$ cat config.mk
export PLATFORM = sky130hd
export DESIGN_NAME = piso_stream_flat
export DESIGN_NICKNAME = d
export VERILOG_FILES = /design/src/rtl/piso_stream_if.sv /design/src/rtl/piso_stream.sv /design/src/flat_wrapper.sv
export SDC_FILE = /design/constraint.sdc
export NUM_CORES = 1
export LEC_CHECK = 0
export BUFFER_PORTS_ARGS = -buffer_cell sky130_fd_sc_hd__buf_2
export CELL_PAD_IN_SITES_DETAIL_PLACEMENT = 1
export CELL_PAD_IN_SITES_GLOBAL_PLACEMENT = 1
export CORE_MARGIN = 10
export CORE_UTILIZATION = 45
export DETAILED_ROUTE_END_ITERATION = 8
export GPL_TIMING_DRIVEN = 0
export HOLD_SLACK_MARGIN = 0.15
export PLACE_DENSITY_LB_ADDON = 0.2
export SYNTH_ARGS = -nofsm -noshare
export SYNTH_HDL_FRONTEND = slang
export SYNTH_SLANG_ARGS = --single-unit
export TNS_END_PERCENT = 100
$ cat constraint.sdc
create_clock -name clk -period 4.54 [get_ports clk]
set_input_delay 0.908 -clock clk [delete_from_list [all_inputs] [get_ports clk]]
set_output_delay 0.908 -clock clk [all_outputs]
set_load 0.005 [all_outputs]
$ cat src/rtl/piso_stream_if.sv
// piso_stream_if: word-in / bit-out bundle for piso_stream.
//   d, in_valid, in_ready : parallel word handshake (accept = in_valid & in_ready)
//   shift_en              : bit-rate enable
//   y, y_valid            : serial data and its qualifier
//   y_first, y_last, done : framing markers and end-of-stream pulse
// master = word source / bit sink, slave = the shifter.
interface piso_stream_if #(
  parameter int unsigned WIDTH = 8
);
  logic [WIDTH-1:0] d;
  logic             in_valid;
  logic             in_ready;
  logic             shift_en;
  logic             y;
  logic             y_valid;
  logic             y_first;
  logic             y_last;
  logic             done;

  modport master (
    output d, in_valid, shift_en,
    input  in_ready, y, y_valid, y_first, y_last, done
  );

  modport slave (
    input  d, in_valid, shift_en,
    output in_ready, y, y_valid, y_first, y_last, done
  );
endinterface

$ cat src/rtl/piso_stream.sv
// piso_stream: parallel-in/serial-out shifter with a one-word holding buffer.
//   clk : rising-edge clock
//   res : asynchronous active-high reset
//   s   : piso_stream_if slave (word handshake in, paced serial bit stream out)
// Words are serialised MSB- or LSB-first; bits advance only on shift_en edges.
// The holding buffer lets the next word follow the last bit with no gap cycle.
module piso_stream #(
  parameter int unsigned WIDTH      = 8,
  parameter bit          MSB_FIRST  = 1'b1,
  parameter bit          IDLE_LEVEL = 1'b0
) (
  input logic           clk,
  input logic           res,
  piso_stream_if.slave  s
);

  localparam int unsigned CW = (WIDTH > 2) ? $clog2(WIDTH) : 1;
  localparam logic [CW-1:0] LAST_IDX = CW'(WIDTH - 1);

  typedef enum logic {
    S_IDLE  = 1'b0,
    S_SHIFT = 1'b1
  } state_t;

  state_t           r_state,     w_state;
  logic [WIDTH-1:0] r_shreg,     w_shreg;
  logic [CW-1:0]    r_cnt,       w_cnt;
  logic [WIDTH-1:0] r_hold,      w_hold;
  logic             r_hold_full, w_hold_full;
  logic             r_y,         w_y;
  logic             r_y_valid,   w_y_valid;
  logic             r_y_first,   w_y_first;
  logic             r_y_last,    w_y_last;
  logic             r_done,      w_done;
  logic             w_accept;
  logic             w_direct;

  // Ready depends only on the holding-buffer flag, never on in_valid.
  assign w_accept   = s.in_valid & ~r_hold_full;
  assign s.in_ready = ~r_hold_full;
  assign s.y        = r_y;
  assign s.y_valid  = r_y_valid;
  assign s.y_first  = r_y_first;
  assign s.y_last   = r_y_last;
  assign s.done     = r_done;

  // State register and all registered outputs.
  always_ff @(posedge clk or posedge res) begin
    if (res) begin
      r_state     <= S_IDLE;
      r_shreg     <= '0;
      r_cnt       <= '0;
      r_hold      <= '0;
      r_hold_full <= 1'b0;
      r_y         <= IDLE_LEVEL;
      r_y_valid   <= 1'b0;
      r_y_first   <= 1'b0;
      r_y_last    <= 1'b0;
      r_done      <= 1'b0;
    end else begin
      r_state     <= w_state;
      r_shreg     <= w_shreg;
      r_cnt       <= w_cnt;
      r_hold      <= w_hold;
      r_hold_full <= w_hold_full;
      r_y         <= w_y;
      r_y_valid   <= w_y_valid;
      r_y_first   <= w_y_first;
      r_y_last    <= w_y_last;
      r_done      <= w_done;
    end
  end

  // Next-state, accept routing and next-output decode.
  always_comb begin
    w_state     = r_state;
    w_shreg     = r_shreg;
    w_cnt       = r_cnt;
    w_hold      = r_hold;
    w_hold_full = r_hold_full;
    w_done      = 1'b0;
    w_direct    = 1'b0;

    case (r_state)
      S_IDLE: begin
        if (w_accept) begin
          w_shreg  = s.d;
          w_cnt    = '0;
          w_state  = S_SHIFT;
          w_direct = 1'b1;
        end
      end
      S_SHIFT: begin
        if (s.shift_en) begin
          if (r_cnt == LAST_IDX) begin
            // Last bit consumed: refill from hold, then from input, else stop.
            if (r_hold_full) begin
              w_shreg     = r_hold;
              w_cnt       = '0;
              w_hold_full = 1'b0;
            end else if (w_accept) begin
              w_shreg  = s.d;
              w_cnt    = '0;
              w_direct = 1'b1;
            end else begin
              w_state = S_IDLE;
              w_done  = 1'b1;
            end
          end else begin
            w_shreg = MSB_FIRST ? {r_shreg[WIDTH-2:0], 1'b0}
                                : {1'b0, r_shreg[WIDTH-1:1]};
            w_cnt   = r_cnt + CW'(1);
          end
        end
      end
    endcase

    // An accepted word that did not go straight into the shifter is parked.
    if (w_accept && !w_direct) begin
      w_hold      = s.d;
      w_hold_full = 1'b1;
    end

    w_y_valid = (w_state == S_SHIFT);
    w_y       = w_y_valid ? (MSB_FIRST ? w_shreg[WIDTH-1] : w_shreg[0]) : IDLE_LEVEL;
    w_y_first = w_y_valid && (w_cnt == '0);
    w_y_last  = w_y_valid && (w_cnt == LAST_IDX);
  end

endmodule

$ cat src/flat_wrapper.sv
// flat-port wrapper written by rule: the top's interface ports become plain ports
module piso_stream_flat 
#(
  parameter int unsigned WIDTH      = 8,
  parameter bit          MSB_FIRST  = 1'b1,
  parameter bit          IDLE_LEVEL = 1'b0
)
  (clk, res, s_d, s_in_valid, s_shift_en, s_in_ready, s_y, s_y_valid, s_y_first, s_y_last, s_done);
  piso_stream_if #(.WIDTH(WIDTH)) s_i ();
  input logic clk;
  input logic res;
  input wire logic [$bits(s_i.d)-1:0] s_d;
  input wire logic [$bits(s_i.in_valid)-1:0] s_in_valid;
  input wire logic [$bits(s_i.shift_en)-1:0] s_shift_en;
  output wire logic [$bits(s_i.in_ready)-1:0] s_in_ready;
  output wire logic [$bits(s_i.y)-1:0] s_y;
  output wire logic [$bits(s_i.y_valid)-1:0] s_y_valid;
  output wire logic [$bits(s_i.y_first)-1:0] s_y_first;
  output wire logic [$bits(s_i.y_last)-1:0] s_y_last;
  output wire logic [$bits(s_i.done)-1:0] s_done;
  assign s_i.d = s_d;
  assign s_i.in_valid = s_in_valid;
  assign s_i.shift_en = s_shift_en;
  assign s_in_ready = s_i.in_ready;
  assign s_y = s_i.y;
  assign s_y_valid = s_i.y_valid;
  assign s_y_first = s_i.y_first;
  assign s_y_last = s_i.y_last;
  assign s_done = s_i.done;
  piso_stream #(.WIDTH(WIDTH), .MSB_FIRST(MSB_FIRST), .IDLE_LEVEL(IDLE_LEVEL)) u_core (.clk(clk), .res(res), .s(s_i));
endmodule
==> results of run 1 <==
[state kept, by name, indices dropped and copies added (netlist names)]
name	cells
u_core.r_hold	8
u_core.r_shreg	8
u_core.r_state	1
u_core.s.y_last	1
u_core.s.y_first	1
u_core.s.y	1
u_core.r_cnt	3
u_core.r_hold_full	1
u_core.s.done	1
[critical path, cell delays in order (launching register included)]
cell	delay [ns]
dfrtp_1	0.45
ha_1	0.22
ha_1	0.18
buf_2	0.16
nor2b_1	0.21
a221o_1	0.41
a221o_1	0.38
[cell usage in the layout (no fill, tap or decap), drive strengths merged, types with 2 or more instances in the layout]
master    n
a21oi    10
a221o     3
a222oi    4
buf      22
clkbuf    6
dfrtp    25
ha        2
inv      10
mux2     11
mux2i     2
nand2    12
nand2b    6
nand3     4
nand3b    4
nor2      3
nor2b     3
o211ai    2
o21ai     2
o221a     2
o221ai    4
o2bb2ai   2
or2       2
[power by group]
part	total, mW	internal [mW]	leakage [nW]	switching (mW)
sequential	0.371	0.309	0.314	0.0615
combinational	0.358	0.175	0.349	0.183
clock	0.101	0.0344	0.0150	0.0667
[stage by stage]
step           setup WS, ns  hold WS [ns]
5_1_grt                2.34         0.549
3_5_place_dp           2.31         0.497
6_report               2.43         0.529
3_3_place_gp           2.34         0.484
4_1_cts                2.41         0.528
2_1_floorplan          2.59         0.470
[worst paths after layout]
kind,startpoint,slack [ns],to,depth (start not counted)
setup / recovery,u_core.r_cnt[0]$_DFF_PP0_,2.43,u_core.r_shreg[5]$_DFFE_PP0P_,6
hold / removal,u_core.r_hold[3]$_DFFE_PP0P_,0.53,u_core.r_hold[3]$_DFFE_PP0P_,1
setup reg to reg,u_core.r_cnt[0]$_DFF_PP0_,2.43,u_core.r_shreg[5]$_DFFE_PP0P_,6
hold reg to reg,u_core.r_hold[3]$_DFFE_PP0P_,0.53,u_core.r_hold[3]$_DFFE_PP0P_,1
max in group asynchronous,res,3.17,u_core.r_hold[1]$_DFFE_PP0P_,2
min in group asynchronous,res,0.78,u_core.s.done$_DFF_PP0_,2
[cell type report]
type                            instances  share of cell area [%]
Multi-Input combinational cell         91                    44.0
Sequential cell                        25                    41.4
Timing Repair Buffer                   17                    5.63
Tap cell                               31                    2.57
Inverter                               10                    2.48
Buffer                                  7                    2.15
Clock buffer                            4                    1.74
[cell families after synthesis]
group,after synthesis,share of synthesized area [%]
buffers and inverters,17,5.15
AO/OA/AOI/OAI,37,20.8
AND/OR/NAND/NOR,39,15.7
flip-flops,25,46.0
multiplexers,13,10.6
adder cells (fa/ha/maj),2,1.84
[per-layer routing]
layer | global-route usage (%) | share of wire (%) | vias to the layer above
li1 | - | - | 542
met1 | 17.5 | 45 | 615
met2 | 22.7 | 48 | 33
met3 | 1.97 | 5.3 | 7
met4 | 6.51 | 1.7 | 0
met5 | 0 | 0 | -
==> flow_summary.yaml, run 1 <==
route:
  drt_pass1_iterations: 4
  wirelength_um: 3540
  vias_per_cell: 6.47
  drc: 0
  vias: 1197
  drt_iter0_drc: 150
  drtAntennaViolNets: 0
  routedWlPerCell_um: 19.1
place:
  port_buffers: 17
  hpwlAfterDp_um: 2560
  gp_congestion: 0.850
  dpl.cell_count: 181
  placed_cell_area_um2: 1490
cells_and_area:
  finalCoreUtilization_pct: 53.4
  antenna_cells: 0
  final_area_um2: 1510
  n_fill_cell: 315
  layout.cells.non_filler: 185
  area_growth_pct: 11.0
  drive_above_1_share_pct: 28.6
  multi_input_area_um2: 666
  seq_area_um2: 626
  final_nets: 169
worst_hold_path:
  hp-class: "reg -> reg"
timing:
  clock.fmax_mhz: 475
  min_period_ns: 2.11
  slew_violations: 0
  setup_viol: 0
  relSlewSlack_pct: 35.5
  fin_crit_sh_pct: 46.4
  skew_ns: 0.00511
  fin_tns_setup_ns: 0
  tightest_slew_ns: 0.967
  rsz0062_at_grt: "false"
  finalHoldViolCount: 0
pwr:
  p_leak_nw: 0.679
  vdd_ir_drop_max_mv: 0.264
  p_total_mw: 0.829
  power_per_cell_area_nw_per_um2: 549
clocking:
  ctsHoldBuffers: 0
  cts_sinks: 25
  h-tree-depth: 1
  clock_latency_ns: 0.32
  cts-root-buf: "clkbuf_4"
  cts-buffers-inserted: 3
  clock_path_buffers: 2
  clkTransAtPathRegs_ns: 0.13
  postCtsSetupRepairBufs: 0
  tritoncts: "done"
  cts_resized: 0
yosys:
  syn_nets: 147
  async_flop_share_pct: 100
  syn_area_um2: 1360
  synthTopCellsByCount: "dfrtp_1 (25), nand2_1 (12), mux2_2 (11)"
  seq_area_frac_synth_pct: 46.0
  yosys_warnings: 0
  yosysMostFrequentCell: "dfrtp_1"
  synthesis.instances: 133
  synth_top_area_cell: "dfrtp_1"
  yosys-top-cells-area: "dfrtp_1 (46%), mux2_2 (9.1%), a21oi_1 (3.7%), nand2_1 (3.3%), a222oi_1 (2.9%)"
  synth.distinct_cells: 37
  synth_top_area_share_pct: 46.0
  synth.avg_cell_area_um2: 10.2
  ys_ff_latch: 25
  synth_edf_count: 0
  ys.flop_type: "dfrtp_1"
floorplanning:
  core_area_um2: 2830
  pin_count: 18
  die_area_um2: 5630
  start_util_pct: 48.1
  fp.dieH_um: 75
  chipWidth_um: 75
  row_count: 19
global_route:
  grt_pass1_vias: 1275
  grt_pass1_wl_um: 6110
  grt_usage_pct: 13.8
  antenna_found_initial: 0
  grt_max_degree: 26
  overflow: 0
worst_setup_path:
  end_kind: "flop"
  crit_type: "reg -> reg"
  start_kind: "flop"
  arrival_ns: 2.33
  required_ns: 4.76
  cp_max_fo: 9
job:
  cap_viol_max_count: 0
run_status:
  status: "finished clean"
No activity file was read; power rests on OpenSTA's default activity.
==> run 2: changes to the inputs <==
CORE_UTILIZATION = 44   (was 45)
clock period = 2.15 ns   (was 4.54 ns; I/O delays follow)
==> flow_summary.yaml, run 2 (same netlist as run 1, synthesis figures left out) <==
run_status:
  status: "finished clean"
timing:
  skew_ns: 0.00996
  clock.fmax_mhz: 483
  fin_crit_sh_pct: 96.2
  relSlewSlack_pct: 36.9
  setup_viol: 0
  min_period_ns: 2.07
  rsz0062_at_grt: "false"
  tightest_slew_ns: 0.946
  slew_violations: 0
  fin_tns_setup_ns: 0
  finalHoldViolCount: 0
clocking:
  tritoncts: "done"
  h-tree-depth: 1
  ctsHoldBuffers: 0
  cts-root-buf: "clkbuf_4"
  cts_sinks: 25
  cts-buffers-inserted: 3
  clock_path_buffers: 2
  clock_latency_ns: 0.34
  clkTransAtPathRegs_ns: 0.15
floorplanning:
  fp.dieH_um: 75.6
  row_count: 20
  pin_count: 18
  die_area_um2: 5720
  start_util_pct: 45.3
  core_area_um2: 3000
  chipWidth_um: 75.6
place:
  gp_congestion: 0.798
  port_buffers: 17
  hpwlAfterDp_um: 2700
global_route:
  grt_pass1_vias: 1241
  grt_pass1_wl_um: 6180
  grt_usage_pct: 14.5
  antenna_found_initial: 0
  grt_max_degree: 26
  overflow: 0
route:
  drt_iter0_drc: 74
  vias_per_cell: 6.20
  drc: 0
  wirelength_um: 3750
  routedWlPerCell_um: 19.6
  drt_pass1_iterations: 4
  vias: 1184
  drtAntennaViolNets: 0
worst_setup_path:
  worstRegToRegCells: 6
  crit_type: "reg -> reg"
  end_kind: "flop"
  rr_endpoint: "u_core.r_shreg[6]$_DFFE_PP0P_"
  required_ns: 2.38
  start_kind: "flop"
  slowest_delay_ns: 0.45
  crit_slowest_cell: "dfrtp_1"
  cp_max_fo: 9
  arrival_ns: 2.30
  cp.buffers_inverters: 1
  rrSetupSlack_ns: 0.08
  r2r_start: "u_core.r_cnt[0]$_DFF_PP0_"
  cp_cell_sequence: "ha_1, ha_1, buf_2, nor2b_4, a221o_1, a221o_1"
  cpLargestDelayFamily: "compound AO/OA/AOI/OAI gates"
cells_and_area:
  area_growth_pct: 14.2
  final_nets: 173
  seq_area_um2: 626
  final_common_cell: "dfrtp_1"
  finalCoreUtilization_pct: 51.7
  mostFrequentLayoutCells: "dfrtp_1 (25), buf_2 (21), nand2_1 (12)"
  n_fill_cell: 352
  multi_input_area_um2: 673
  reg_top3: "u_core.r_hold x8, u_core.r_shreg x8, u_core.r_cnt x3"
  antenna_cells: 0
  drive_above_1_share_pct: 31.0
worst_hold_path:
  hp-class: "in -> async"
job:
  cap_viol_max_count: 0
pwr:
  clockPowerShare_pct: 12.3
  pwr-share-seq_pct: 42.2
  power_per_cell_area_nw_per_um2: 1190
  p_int_mw: 1.14
  p_sw_share_pct: 38.2
  p_leak_nw: 0.698
  power_frac_comb_pct: 45.4
  power.switching_mw: 0.703
  vdd_ir_drop_max_mv: 0.509
-- run 2: cell types whose count changed in the layout (fill, tap and decap cells not counted), sizes merged --
cell / change
buf: +3
clkbuf: +1
-- run 2: area by class of cell --
class	count	share of cell area, %
Buffer	7	2.25
Tap cell	33	2.66
Clock buffer	4	1.69
Multi-Input combinational cell	91	43.3
Sequential cell	25	40.3
Inverter	10	2.42
Timing Repair Buffer	21	7.41
-- run 2: worst max path at each step --
stage | startpoint | end | slack [ns] | cells after the start
6_report | u_core.r_cnt[0]$_DFF_PP0_ | u_core.r_shreg[6]$_DFFE_PP0P_ | 0.08 | 6
5_1_grt | u_core.r_cnt[0]$_DFF_PP0_ | u_core.r_shreg[6]$_DFFE_PP0P_ | 0.01 | 6
4_1_cts | u_core.r_cnt[0]$_DFF_PP0_ | u_core.r_shreg[5]$_DFFE_PP0P_ | 0.02 | 6
3_5_place_dp | u_core.r_cnt[0]$_DFF_PP0_ | u_core.r_shreg[6]$_DFFE_PP0P_ | 0.05 | 6
3_3_place_gp | u_core.r_cnt[0]$_DFF_PP0_ | u_core.r_shreg[5]$_DFFE_PP0P_ | 0.08 | 6
2_1_floorplan | u_core.r_cnt[0]$_DFF_PP0_ | u_core.r_shreg[5]$_DFFE_PP0P_ | 0.27 | 6
-- run 2: power by group through the flow --
stage	clock network, mW	registers [mW]	logic (mW)
finish	0.227	0.777	0.837
global route	0.260	0.801	0.947
CTS	0.228	0.779	0.774
detailed placement	0	0.791	0.773
global placement	0	0.777	0.734
floorplan	0	0.755	0.572
-- run 2: metrics by stage --
| stage | cell area, um^2 | hold WS [ns] | power [mW] | setup WS, ns | cells |
|---|---|---|---|---|---|
| floorplan | 1360 | 0.457 | 1.33 | 0.267 | 133 |
| global placement | 1490 | 0.487 | 1.51 | 0.0810 | 183 |
| detailed placement | 1490 | 0.494 | 1.56 | 0.0487 | 183 |
| CTS | 1510 | 0.320 | 1.78 | 0.0203 | 187 |
| global route | 1550 | 0.314 | 2.01 | 0.0124 | 191 |
| finish | 1550 | 0.269 | 1.84 | 0.0812 | 191 |
-- run 2: worst register-to-register path, stage by stage (launching register included) --
cell,delay (ns)
dfrtp_1,0.45
ha_1,0.22
ha_1,0.18
buf_2,0.17
nor2b_4,0.16
a221o_1,0.41
a221o_1,0.38
-- run 2: what timing repair did --
item                                   4_1_cts  5_1_grt
gates resized for setup                      0        3
setup buffers                                0        4
endpoints found under the hold margin        0        0
setup endpoints to repair                    0        8
-- run 2: per-layer routing --
metal	vias to the layer above	share of wire, %	global-route usage (%)
met3	8	5.8	3.26
met4	0	1.8	6.60
met1	590	44	17.9
li1	548	-	-
met2	38	48	23.3
met5	-	0	0
